`config.mk`:
```
export PLATFORM = sky130hd
export DESIGN_NAME = seg7_to_bin
export DESIGN_NICKNAME = d
export VERILOG_FILES = /design/src/rtl/seg7_sequence_checker_pkg.sv /design/src/rtl/seg7_sequence_checker_seg7_to_bin.sv
export SDC_FILE = /design/constraint.sdc
export NUM_CORES = 1
export LEC_CHECK = 0
export BUFFER_PORTS_ARGS = -buffer_cell sky130_fd_sc_hd__buf_2
export CAP_MARGIN = 15
export CELL_PAD_IN_SITES_DETAIL_PLACEMENT = 1
export CELL_PAD_IN_SITES_GLOBAL_PLACEMENT = 2
export CORE_AREA = 8 8 45 47
export DETAILED_ROUTE_END_ITERATION = 8
export DIE_AREA = 0 0 53 55
export PLACE_DENSITY = 0.67
export SLEW_MARGIN = 30
export SYNTH_ARGS = -nofsm -noshare
export SYNTH_HDL_FRONTEND = slang
export SYNTH_SLANG_ARGS = --single-unit
```
`constraint.sdc`:
```
create_clock -name vclk -period 2.3
set_input_delay 0.69 -clock vclk [all_inputs]
set_output_delay 0.69 -clock vclk [all_outputs]
set_load 0.02 [all_outputs]
```
`src/rtl/seg7_sequence_checker_pkg.sv`:
```
// Shared segment patterns and FSM encoding for the seven-segment sequence checker.
// Segment bits are active-low, ordered a..g from bit 6 down to bit 0.
package seg7_sequence_checker_pkg;

   localparam logic [6:0] SEG_0     = 7'b0000001;
   localparam logic [6:0] SEG_1     = 7'b1001111;
   localparam logic [6:0] SEG_2     = 7'b0010010;
   localparam logic [6:0] SEG_3     = 7'b0000110;
   localparam logic [6:0] SEG_4     = 7'b1001100;
   localparam logic [6:0] SEG_5     = 7'b0100100;
   localparam logic [6:0] SEG_6     = 7'b0100000;
   localparam logic [6:0] SEG_7     = 7'b0001111;
   localparam logic [6:0] SEG_8     = 7'b0000000;
   localparam logic [6:0] SEG_9     = 7'b0000100;
   localparam logic [6:0] SEG_BLANK = 7'b1111111;

   typedef enum logic {
      IDLE  = 1'b0,
      TRACK = 1'b1
   } state_t;

endpackage

```
`src/rtl/seg7_sequence_checker_seg7_to_bin.sv`:
```
// Combinational inverse of the seven-segment decoder table.
// Digits at or above the counter modulus are reported as not legal.
module seg7_to_bin
   import seg7_sequence_checker_pkg::*;
#(
   parameter int N     = 10,
   parameter int WIDTH = 7
) (
   input  logic [WIDTH-1:0] seg,
   output logic [3:0]       digit,
   output logic             is_blank,
   output logic             is_legal
);

   localparam logic [4:0] DIG_LIMIT = 5'(N);

   logic hit;

   always_comb begin
      digit = 4'd0;
      hit   = 1'b1;
      case (seg)
         SEG_0:   digit = 4'd0;
         SEG_1:   digit = 4'd1;
         SEG_2:   digit = 4'd2;
         SEG_3:   digit = 4'd3;
         SEG_4:   digit = 4'd4;
         SEG_5:   digit = 4'd5;
         SEG_6:   digit = 4'd6;
         SEG_7:   digit = 4'd7;
         SEG_8:   digit = 4'd8;
         SEG_9:   digit = 4'd9;
         default: hit   = 1'b0;
      endcase
   end

   assign is_blank = (seg == SEG_BLANK);
   assign is_legal = hit && ({1'b0, digit} < DIG_LIMIT);

endmodule

```
==> key figures, run 1 <==
Status
  • Status: complete, but fails checks
  • Violations in the final reports: setup timing

Finish
  • Layout overhead on the synthesized area: 90.05%
  • Flip-flop and latch area: 0 um2
  • Sequential cell count: 0
  • Multi-input combinational cell area: between 200 and 300 um2
  • Commonest non-fill, non-tap cells in the layout: sky130_fd_sc_hd__buf_4 (11), sky130_fd_sc_hd__buf_2 (6), sky130_fd_sc_hd__nor2_1 (4), sky130_fd_sc_hd__buf_6 (4)
  • Final-stage net count: 62
  • Most common cell after layout, fill and taps aside: sky130_fd_sc_hd__buf_4
  • Clock buffer cells: 0
  • Share of layout cells above drive strength 1: around three fifths
  • Final Cell Area: 454.2 um2
  • Number of diodes: 0
  • Fill cell count: between 150 and 200

Power
  • Switch share: around 50%
  • Post-layout total power: about 0.00007 W
  • Sequential share of power: 0%
  • NetSw: between 0.00003 and 0.00004 W
  • Share of total power in the clock network: 0%
  • Combinational cell fraction of total power: 100.0%
  • Internal: between 0.00003 and 0.00004 W
  • Max rail drop VDD: roughly 0.000045 V
  • Leakage power total: around 0.2 nW
  • Power per Cell Area: 158.7 mW/mm2

Detailed routing
  • Number of detailed-route iterations in the first pass: 2
  • Total wirelength of the detailed-routed design: 1.054 mm
  • Routed WL per cell: about 15 um
  • Detailed-route via count: about 350
  • Number of remaining DRC errors: 0
  • DRC violation total after the first TritonRoute iteration: 7
  • Antenna Nets Post-Route: 0
  • Average via count per standard cell: approximately 5.1

Placement
  • Half-perimeter wire length of the detailed placement result: ~770 um
  • Count of input and output buffers: 13
  • Final estimated routing congestion in global placement: roughly 0.74
  • Area of placed instances: 376.6 um2

Logic synthesis
  • Post-Synthesis Net Count: between 40 and 50
  • Count of different cell masters after synthesis: 25
  • Seq/Total Area, Yosys: 0%
  • Synthesized area per cell: between 6 and 7 um2
  • Synthesis warning total: 0
  • Synthesized instance count: 35
  • Cell Area, Synth: 239.0 um2

Hold path
  • Count of cells along the worst hold path: 4
  • Min-delay src: seg[5]
  • Type of the worst min-delay path: in2out
  • End point of the most critical hold path: digit[3]

Global route
  • First-pass GRT wire length: 1.752 mm
  • Total GRT Usage: under 10%
  • Number of antenna violations at the first check in global routing: 0
  • Maximum number of pins on one net before global-route repair: 11
  • Vias in the first global route: between 300 and 400
  • Grt ovf: 0

Die
  • Starting density of the core: between 10% and 20%
  • Ports: 13
  • Die width: ~53 um
  • Die footprint: 0.002915 mm2
  • DIE HEIGHT: about 55 um
  • Row cnt: 14
  • Standard cell core area: roughly 0.0014 mm2

Critical path
  • Critical path's top delay family: simple AND/OR/NAND/NOR gates
  • Critical Path RT: about 1600 ps
  • Category of the worst setup path launch point: input pin
  • Maximum fanout along the worst path: 2
  • Critical path class: in2out
  • Arrival time reported for the critical path endpoint: about 1800 ps
  • Slowest cell on the critical path: sky130_fd_sc_hd__or4_4
  • Largest incremental delay on the critical path: ~530 ps
  • Critical Path Sink Type: output pin
  • Critical path, cell by cell: buf_6 > or4_4 > and3b_1 > a211oi_2 > buf_4
  • Buffers & Inverters on Critical Path: 2

Timing
  • Final worst path period need: 2502 ps
  • Max-slew violation count: 0
  • Post-layout worst setup margin: -201.9 ps
  • RSZ-0062 raised after global routing: yes
  • Fmax achieved: 399.7 MHz
  • Period utilization: 108.8%
  • Slew HR: around four fifths
  • Total of endpoints with negative setup slack in the final report: 5
  • Total count of hold-check failures in the final report: 0
  • Pin slew with the least headroom to its limit: 303.2 ps

Job
  • Number of max-capacitance violations reported: 0

Clock network
  • Hold-fix buffers at CTS: 0
-- layer usage --
| layer | vias up | wire length (um) | global-route usage [%] |
|---|---|---|---|
| met5 | - | 0 | 0 |
| met4 | 0 | 0 | 0 |
| met3 | 0 | 49 | 1.070 |
| met2 | 7 | 536 | 13.28 |
| met1 | 171 | 468 | 9.531 |
| li1 | 174 | - | - |
-- power groups by stage --
stage,Sequential (W),Combinational (W),Clock (W)
finish,0,0.0000721,0
global route,0,0.0000783,0
CTS,0,0.0000679,0
detailed placement,0,0.0000600,0
global placement,0,0.0000595,0
floorplan,0,0.0000334,0
-- metrics by stage --
step	utilization [%]	setup TNS, ps	worst slack [ps]	std cells	hold WS, ps
final	32.82	-520.8	-201.9	69	1792
after floorplan	-	-239.5	-160.8	35	1494
after global placement	27.22	-624.1	-276.1	67	1774
after global routing	32.82	-776.8	-244.0	69	1809
after detailed placement	27.22	-672.8	-277.6	67	1774
after CTS	31.37	-485.2	-208.1	68	1792
-- synth_stat cells --
library cell                number  area [um2]
sky130_fd_sc_hd__nor4b_1         1       8.760
sky130_fd_sc_hd__nor3b_1         2       15.01
sky130_fd_sc_hd__nor4_1          1       6.260
sky130_fd_sc_hd__nand4_1         1       6.260
sky130_fd_sc_hd__a21oi_1         1       5.000
sky130_fd_sc_hd__a22o_1          2       17.52
sky130_fd_sc_hd__a2bb2oi_1       1       8.760
sky130_fd_sc_hd__or4_1           1       7.510
sky130_fd_sc_hd__clkbuf_1        1       3.750
sky130_fd_sc_hd__o41ai_1         1       8.760
sky130_fd_sc_hd__and4bb_1        1       12.51
sky130_fd_sc_hd__and2_1          1       6.260
sky130_fd_sc_hd__buf_4           2       15.01
sky130_fd_sc_hd__o31ai_1         1       7.510
sky130_fd_sc_hd__and3_2          1       7.510
sky130_fd_sc_hd__nor2_1          5       18.77
sky130_fd_sc_hd__buf_6           1       11.26
sky130_fd_sc_hd__a21boi_0        1       7.510
sky130_fd_sc_hd__xnor2_1         1       8.760
sky130_fd_sc_hd__nor3_1          2       10.01
sky130_fd_sc_hd__a211oi_1        1       7.510
sky130_fd_sc_hd__and3b_1         2       17.52
sky130_fd_sc_hd__nand2_1         1       3.750
sky130_fd_sc_hd__nand3_1         2       10.01
sky130_fd_sc_hd__a22oi_1         1       7.510
-- final cells by class --
class | count | area share, %
tap | 16 | 4.408
multi-input combinational | 31 | 56.47
timing repair buffer | 22 | 39.12
-- kinds of logic after synthesis --
| kind of cell | after synthesis | share of synthesized area (%) |
|---|---|---|
| xor+xnor | 1 | 3.666 |
| simple gates | 21 | 54.46 |
| compound gates | 9 | 29.32 |
| buf+inv | 4 | 12.56 |
-- worst max-delay path by stage --
| stage | to | cells after the start | from | slack [ps] |
|---|---|---|---|---|
| finish | is_legal | 5 | seg[3] | -200 |
| global route | is_legal | 5 | seg[3] | -240 |
| CTS | is_legal | 5 | seg[3] | -210 |
| detailed placement | is_legal | 5 | seg[0] | -280 |
| global placement | is_legal | 5 | seg[0] | -280 |
| floorplan | is_legal | 3 | seg[0] | -160 |
-- repair_timing --
| action | in CTS | in global routing |
|---|---|---|
| pin swaps | 5 | 2 |
| gates cloned | 0 | 0 |
| gates resized for setup | 13 | 3 |
| endpoints found under the setup margin | 5 | 5 |
| buffers inserted | 1 | 1 |
No activity file was read; power rests on OpenSTA's default activity.
==> run 2, diff against run 1 <==
- ABC_AREA: unset -> 1
- PLACE_DENSITY: 0.67 -> 0.74
==> run 2 against run 1 <==
First-iteration DRC count shrank 29%. Combinational power is 38% lower. Area after synthesis decreased by 14%. Highest routed layer unchanged. Hold slack got worse by 45 ps. Core utilization fell by 6.4 points. The flow now finishes without violations. Flip-flop and latch count unchanged. Critical endpoint is now digit[3]. Power is 38% lower. Count of clock-buffer cells in the layout is the same. Via count down 4.5%. Synthesized cell count grew 40%.
==> key figures, run 2 <==
Global route
  • Vias in the first global route: 343 (-5.0%)
  • Total GRT Usage: 5.504% (-1.9 points)
  • First-pass GRT wire length: 1.317 mm (-25%)
  • Grt ovf: 0 (unchanged)
  • Number of antenna violations at the first check in global routing: 0 (unchanged)
  • Maximum number of pins on one net before global-route repair: 6 (-5)

Placement
  • Final estimated routing congestion in global placement: 0.7563 (+2.5%)
  • Half-perimeter wire length of the detailed placement result: 746.3 um (-2.6%)
  • Area of placed instances: 304.0 um2 (-19%)
  • Count of input and output buffers: 13 (unchanged)
  • Pre-CTS setup slack: 2.249 ps (+279.9 ps)

Die
  • Die width: 53 um (unchanged)
  • Starting density of the core: 14.92% (-2.4 points)
  • Standard cell core area: 0.001384 mm2 (unchanged)
  • DIE HEIGHT: 55 um (unchanged)
  • Die footprint: 0.002915 mm2 (unchanged)
  • Ports: 13 (unchanged)
  • Row cnt: 14 (unchanged)

Timing
  • Total count of hold-check failures in the final report: 0 (unchanged)
  • Period utilization: 97.55% (-11 points)
  • RSZ-0062 raised after global routing: yes
  • Final worst path period need: 2244 ps (-258.3 ps)
  • Total of endpoints with negative setup slack in the final report: 0 (-5)
  • Post-layout worst setup margin: 56.42 ps (+258.3 ps)
  • Max-slew violation count: 0 (unchanged)
  • Setup TNS after final layout: 0 ps (+520.8 ps)
  • Slew HR: 88.53% (+8.9 points)
  • Pin slew with the least headroom to its limit: 171.2 ps (-132.0 ps)
  • Fmax achieved: 445.7 MHz (+12%)

Detailed routing
  • Routed WL per cell: 10.18 um (-33%)
  • Number of remaining DRC errors: 0 (unchanged)
  • Total wirelength of the detailed-routed design: 814 um (-23%)
  • Number of detailed-route iterations in the first pass: 2 (unchanged)
  • DRC violation total after the first TritonRoute iteration: 5 (-2)
  • Detailed-route via count: 336 (-4.5%)
  • Average via count per standard cell: 4.200 (-18%)
  • Antenna Nets Post-Route: 0 (unchanged)

Clock network
  • Hold-fix buffers at CTS: 0 (unchanged)

Logic synthesis
  • Share of cell area taken by muxes after synthesis: 0% (unchanged)
  • Area share of fa/ha/maj cells after synthesis: 0% (unchanged)
  • Commonest cells post-synth: sky130_fd_sc_hd__nand2_1 (15), sky130_fd_sc_hd__nor2_1 (12), sky130_fd_sc_hd__inv_1 (7), sky130_fd_sc_hd__nand3_1 (7), sky130_fd_sc_hd__nor3_1 (4)
  • Post-Synthesis Net Count: 56 (+33%)
  • Synthesized instance count: 49 (+40%)
  • Combinational family with the most area after synthesis: simple AND/OR/NAND/NOR gates
  • Count of different cell masters after synthesis: 8 (-68%)
  • XOR/XNOR Fraction of Synth Area: 0% (-3.7 points)
  • Cell Area, Synth: 206.4 um2 (-14%)
  • Seq/Total Area, Yosys: 0% (unchanged)
  • Synthesis warning total: 0 (unchanged)
  • Most repeated cell in the gate-level netlist after synthesis: sky130_fd_sc_hd__nand2_1
  • Synthesized area per cell: 4.213 um2 (-38%)
  • Leading post-synthesis cells by cell area: sky130_fd_sc_hd__nand2_1 (27%), sky130_fd_sc_hd__nor2_1 (22%), sky130_fd_sc_hd__nand3_1 (17%), sky130_fd_sc_hd__inv_1 (13%), sky130_fd_sc_hd__nor3_1 (9.7%)
  • Simple-gate share of the synthesized area: 84.85% (+30 points)
  • Area share of the largest cell type after synthesis: 27.27% (+19 points)
  • Largest area contributor in the synthesized netlist: sky130_fd_sc_hd__nand2_1
  • Compound-gate portion of the synthesized area: 2.424% (-27 points)

Finish
  • Layout overhead on the synthesized area: 76.97%
  • Most common cell after layout, fill and taps aside: sky130_fd_sc_hd__nand2_1
  • Number of diodes: 0 (unchanged)
  • Share of layout cells above drive strength 1: 46.88% (-14 points)
  • Sequential cell count: 0 (unchanged)
  • Final Cell Area: 365.4 um2 (-20%)
  • Fill cell count: 187 (+7.5%)
  • Final-stage net count: 73 (+18%)
  • Commonest non-fill, non-tap cells in the layout: sky130_fd_sc_hd__nand2_1 (11), sky130_fd_sc_hd__buf_2 (8), sky130_fd_sc_hd__nand3_1 (7)
  • Multi-input combinational cell area: 219.0 um2 (-15%)
  • Clock buffer cells: 0 (unchanged)
  • Flip-flop and latch area: 0 um2 (unchanged)

Critical path
  • Critical path class: in2out
  • Maximum fanout along the worst path: 4 (+2)
  • Critical Path Sink Type: output pin
  • Critical Path RT: 1610 ps (about the same)
  • Arrival time reported for the critical path endpoint: 1550 ps (-260 ps)
  • Category of the worst setup path launch point: input pin

Job
  • Number of max-capacitance violations reported: 0 (unchanged)

Power
  • Post-layout total power: 0.00004454 W (-38%)
  • Max rail drop VDD: 0.00002715 V (-40%)
  • Leakage power total: 0.1943 nW (-2.2%)
  • Power per Cell Area: 121.9 mW/mm2 (-23%)

Hold path
  • Count of cells along the worst hold path: 4 (unchanged)
  • Type of the worst min-delay path: in2out

Status
  • Status: finished, final reports clean
## run 2: cell types whose count changed after synthesis, sizes merged, moves of 2 or more
cell,before,now
nor2,5,12
buf,3,0
nand3,2,7
and3b,2,0
a22o,2,0
inv,0,7
nor3b,2,0
nor3,2,4
nand2,1,15
## run 2: layout make-up
class / instances / area share (%)
inverter: 7 / 7.192
multi-input combinational: 42 / 59.93
tap: 16 / 5.479
timing repair buffer: 15 / 27.40
## run 2: path summary, 6_finish.rpt
kind	startpoint	end	slack [ps]
worst max-delay path	seg[4]	digit[3]	60
worst min-delay path	seg[6]	is_blank	1750
## run 2: per-stage QoR
| stage | hold slack (ps) | utilization (%) | cells |
|---|---|---|---|
| CTS | 1692 | 21.97 | 79 |
| global placement | 1692 | 21.97 | 79 |
| finish | 1747 | 26.40 | 80 |
| global route | 1776 | 26.40 | 80 |
| floorplan | 1435 | - | 49 |
| detailed placement | 1692 | 21.97 | 79 |
## run 2: logic make-up after synthesis
| family | after synthesis |
|---|---|
| AOI/OAI and AO/OA | 1 |
| buffers and inverters | 7 |
| and+or+nand+nor | 41 |
## run 2: timing repair
item / in CTS / in global routing
buffers inserted: 0 / 1
endpoints found under the setup margin: 0 / 4
resized for setup: 0 / 21
## run 2: report_power, final
part / leakage [nW] / switching (W) / internal [W]
Sequential: 0 / 0 / 0
Combinational: 0.194 / 0.0000274 / 0.0000172
Clock: 0 / 0 / 0
## run 2: critical path, cell delays in order
cell,delay [ps]
sky130_fd_sc_hd__clkbuf_4,140
sky130_fd_sc_hd__inv_2,70
sky130_fd_sc_hd__buf_4,110
sky130_fd_sc_hd__nand2_2,50
sky130_fd_sc_hd__nor3_2,210
sky130_fd_sc_hd__buf_4,130
sky130_fd_sc_hd__buf_2,150
## run 2: layer usage
| layer | share of wire [%] | routed length (um) | GRT usage, % | vias to the layer above |
|---|---|---|---|---|
| li1 | - | - | - | 183 |
| met1 | 49 | 395 | 7.391 | 147 |
| met2 | 49 | 397 | 9.961 | 6 |
| met3 | 2.6 | 21 | 0.2674 | 0 |
| met4 | 0 | 0 | 0 | 0 |
| met5 | 0 | 0 | 0 | - |
==> run 3, diff against run 2 <==
- RECOVER_POWER: unset -> 25
==> run 3 against run 2 <==
Power hardly changed. Critical path depth unchanged. Critical path type unchanged. Wire length shrank 0.25%. Flip-flop and latch count stayed put. Count of clock-buffer cells in the layout is the same. Maximum frequency did not move. Sequential share of layout area stayed put. Die area unchanged. Critical endpoint unchanged. Design area shrank 0.34%. Combinational power about the same.
==> key figures, run 3 (same netlist as run 2, synthesis figures left out) <==
Status
  • Status: finished, final reports clean

Finish
  • Most common cell after layout, fill and taps aside: sky130_fd_sc_hd__nand2_1
  • Sequential cell count: 0 (unchanged)
  • Flip-flop and latch area: 0 um2 (unchanged)
  • Final Cell Area: 364.1 um2 (-0.34%)
  • Number of diodes: 0 (unchanged)
  • Layout overhead on the synthesized area: 76.36%
  • Fill cell count: 188 (+0.53%)
  • Share of layout cells above drive strength 1: 45.31% (-1.6 points)
  • Non-filler cells in the finished layout: 80 (unchanged)
  • Commonest non-fill, non-tap cells in the layout: sky130_fd_sc_hd__nand2_1 (11), sky130_fd_sc_hd__nand3_1 (7), sky130_fd_sc_hd__buf_2 (7)
  • Final-stage net count: 73 (unchanged)
  • Clock buffer cells: 0 (unchanged)

Detailed routing
  • Total wirelength of the detailed-routed design: 812 um (-0.25%)
  • Number of detailed-route iterations in the first pass: 2 (unchanged)
  • Routed WL per cell: 10.15 um (-0.25%)
  • Average via count per standard cell: 4.200 (unchanged)
  • Detailed-route via count: 336 (unchanged)
  • Number of remaining DRC errors: 0 (unchanged)
  • DRC violation total after the first TritonRoute iteration: 5 (unchanged)
  • Antenna Nets Post-Route: 0 (unchanged)

Timing
  • Total of endpoints with negative setup slack in the final report: 0 (unchanged)
  • Post-layout worst setup margin: 56.42 ps (unchanged)
  • Max-slew violation count: 0 (unchanged)
  • Fmax achieved: 445.7 MHz (unchanged)
  • RSZ-0062 raised after global routing: yes
  • Slew HR: 83.23% (-5.3 points)
  • Pin slew with the least headroom to its limit: 252.7 ps (+81.52 ps)
  • Final hold slack: 1759 ps (+11.71 ps)
  • Final worst path period need: 2244 ps (unchanged)
  • Total count of hold-check failures in the final report: 0 (unchanged)
  • Period utilization: 97.55% (unchanged)

Placement
  • Pre-CTS setup slack: 2.249 ps (unchanged)
  • Count of input and output buffers: 13 (unchanged)
  • Final estimated routing congestion in global placement: 0.7563 (unchanged)
  • Placed Instances: 79 (unchanged)
  • Half-perimeter wire length of the detailed placement result: 746.3 um (unchanged)
  • Area of placed instances: 304.0 um2 (unchanged)

Hold path
  • Type of the worst min-delay path: in2out

Critical path
  • Category of the worst setup path launch point: input pin
  • Arrival time reported for the critical path endpoint: 1550 ps (about the same)
  • Critical Path Sink Type: output pin
  • Critical Path RT: 1610 ps (about the same)
  • Critical path class: in2out
  • Maximum fanout along the worst path: 4 (unchanged)

Power
  • NetSw: 0.00002736 W (about the same)
  • Leakage power total: 0.1899 nW (-2.3%)
  • Switch share: 61.46% (about the same)
  • Sequential share of power: 0% (unchanged)
  • Post-layout total power: 0.00004451 W (about the same)
  • Combinational cell fraction of total power: 100.0% (about the same)
  • Power per Cell Area: 122.3 mW/mm2 (+0.28%)
  • Internal: 0.00001715 W (-0.16%)
  • Max rail drop VDD: 0.00002715 V (about the same)
  • Share of total power in the clock network: 0% (unchanged)

Global route
  • Maximum number of pins on one net before global-route repair: 6 (unchanged)
  • Number of antenna violations at the first check in global routing: 0 (unchanged)
  • First-pass GRT wire length: 1.317 mm (unchanged)
  • Total GRT Usage: 5.504% (unchanged)
  • Vias in the first global route: 343 (unchanged)
  • Grt ovf: 0 (unchanged)

Die
  • DIE HEIGHT: 55 um (unchanged)
  • Die width: 53 um (unchanged)
  • Row cnt: 14 (unchanged)
  • Ports: 13 (unchanged)
  • Starting density of the core: 14.92% (unchanged)
  • Standard cell core area: 0.001384 mm2 (unchanged)
  • Die footprint: 0.002915 mm2 (unchanged)

Job
  • Number of max-capacitance violations reported: 0 (unchanged)
run 3: final timing paths:
| path | to | start | depth (start not counted) |
|---|---|---|---|
| setup / recovery | digit[3] | seg[4] | 7 |
| hold / removal | is_blank | seg[6] | 4 |
run 3: through the flow:
stage	TNS, ps	utilization [%]
finish	0	26.31
global route	-48.24	26.31
CTS	0	21.97
detailed placement	0	21.97
global placement	0	21.97
floorplan	0	-
run 3: metal layers:
metal  routed length, um  track usage [%]
met5                   0                0
met4                   0                0
met3                  21           0.2674
met2                 397            9.961
met1                 393            7.391
run 3: layout make-up:
cell class / count / area, um2 / area share, %
Timing Repair Buffer: 15 / 98.84 / 27.15
Multi-Input combinational cell: 42 / 219.0 / 60.14
Tap cell: 16 / 20.02 / 5.498
Inverter: 7 / 26.28 / 7.216
run 3: repair_timing:
item	CTS	global route
gates resized for setup	0	21
setup endpoints to repair	0	4
setup buffers	0	1
hold buffers	0	0
run 3: worst max-delay path, stage by stage:
cell and delay (ps):
sky130_fd_sc_hd__clkbuf_4 140, sky130_fd_sc_hd__inv_2 70, sky130_fd_sc_hd__buf_4 110, sky130_fd_sc_hd__nand2_2 50
sky130_fd_sc_hd__nor3_2 210, sky130_fd_sc_hd__buf_4 130, sky130_fd_sc_hd__buf_2 150
run 3: power by group through the flow:
stage | Clock [W] | Sequential [W] | Combinational (W)
final | 0 | 0 | 0.0000445
after global routing | 0 | 0 | 0.0000497
after CTS | 0 | 0 | 0.0000360
after detailed placement | 0 | 0 | 0.0000359
after global placement | 0 | 0 | 0.0000354
after floorplan | 0 | 0 | 0.0000187
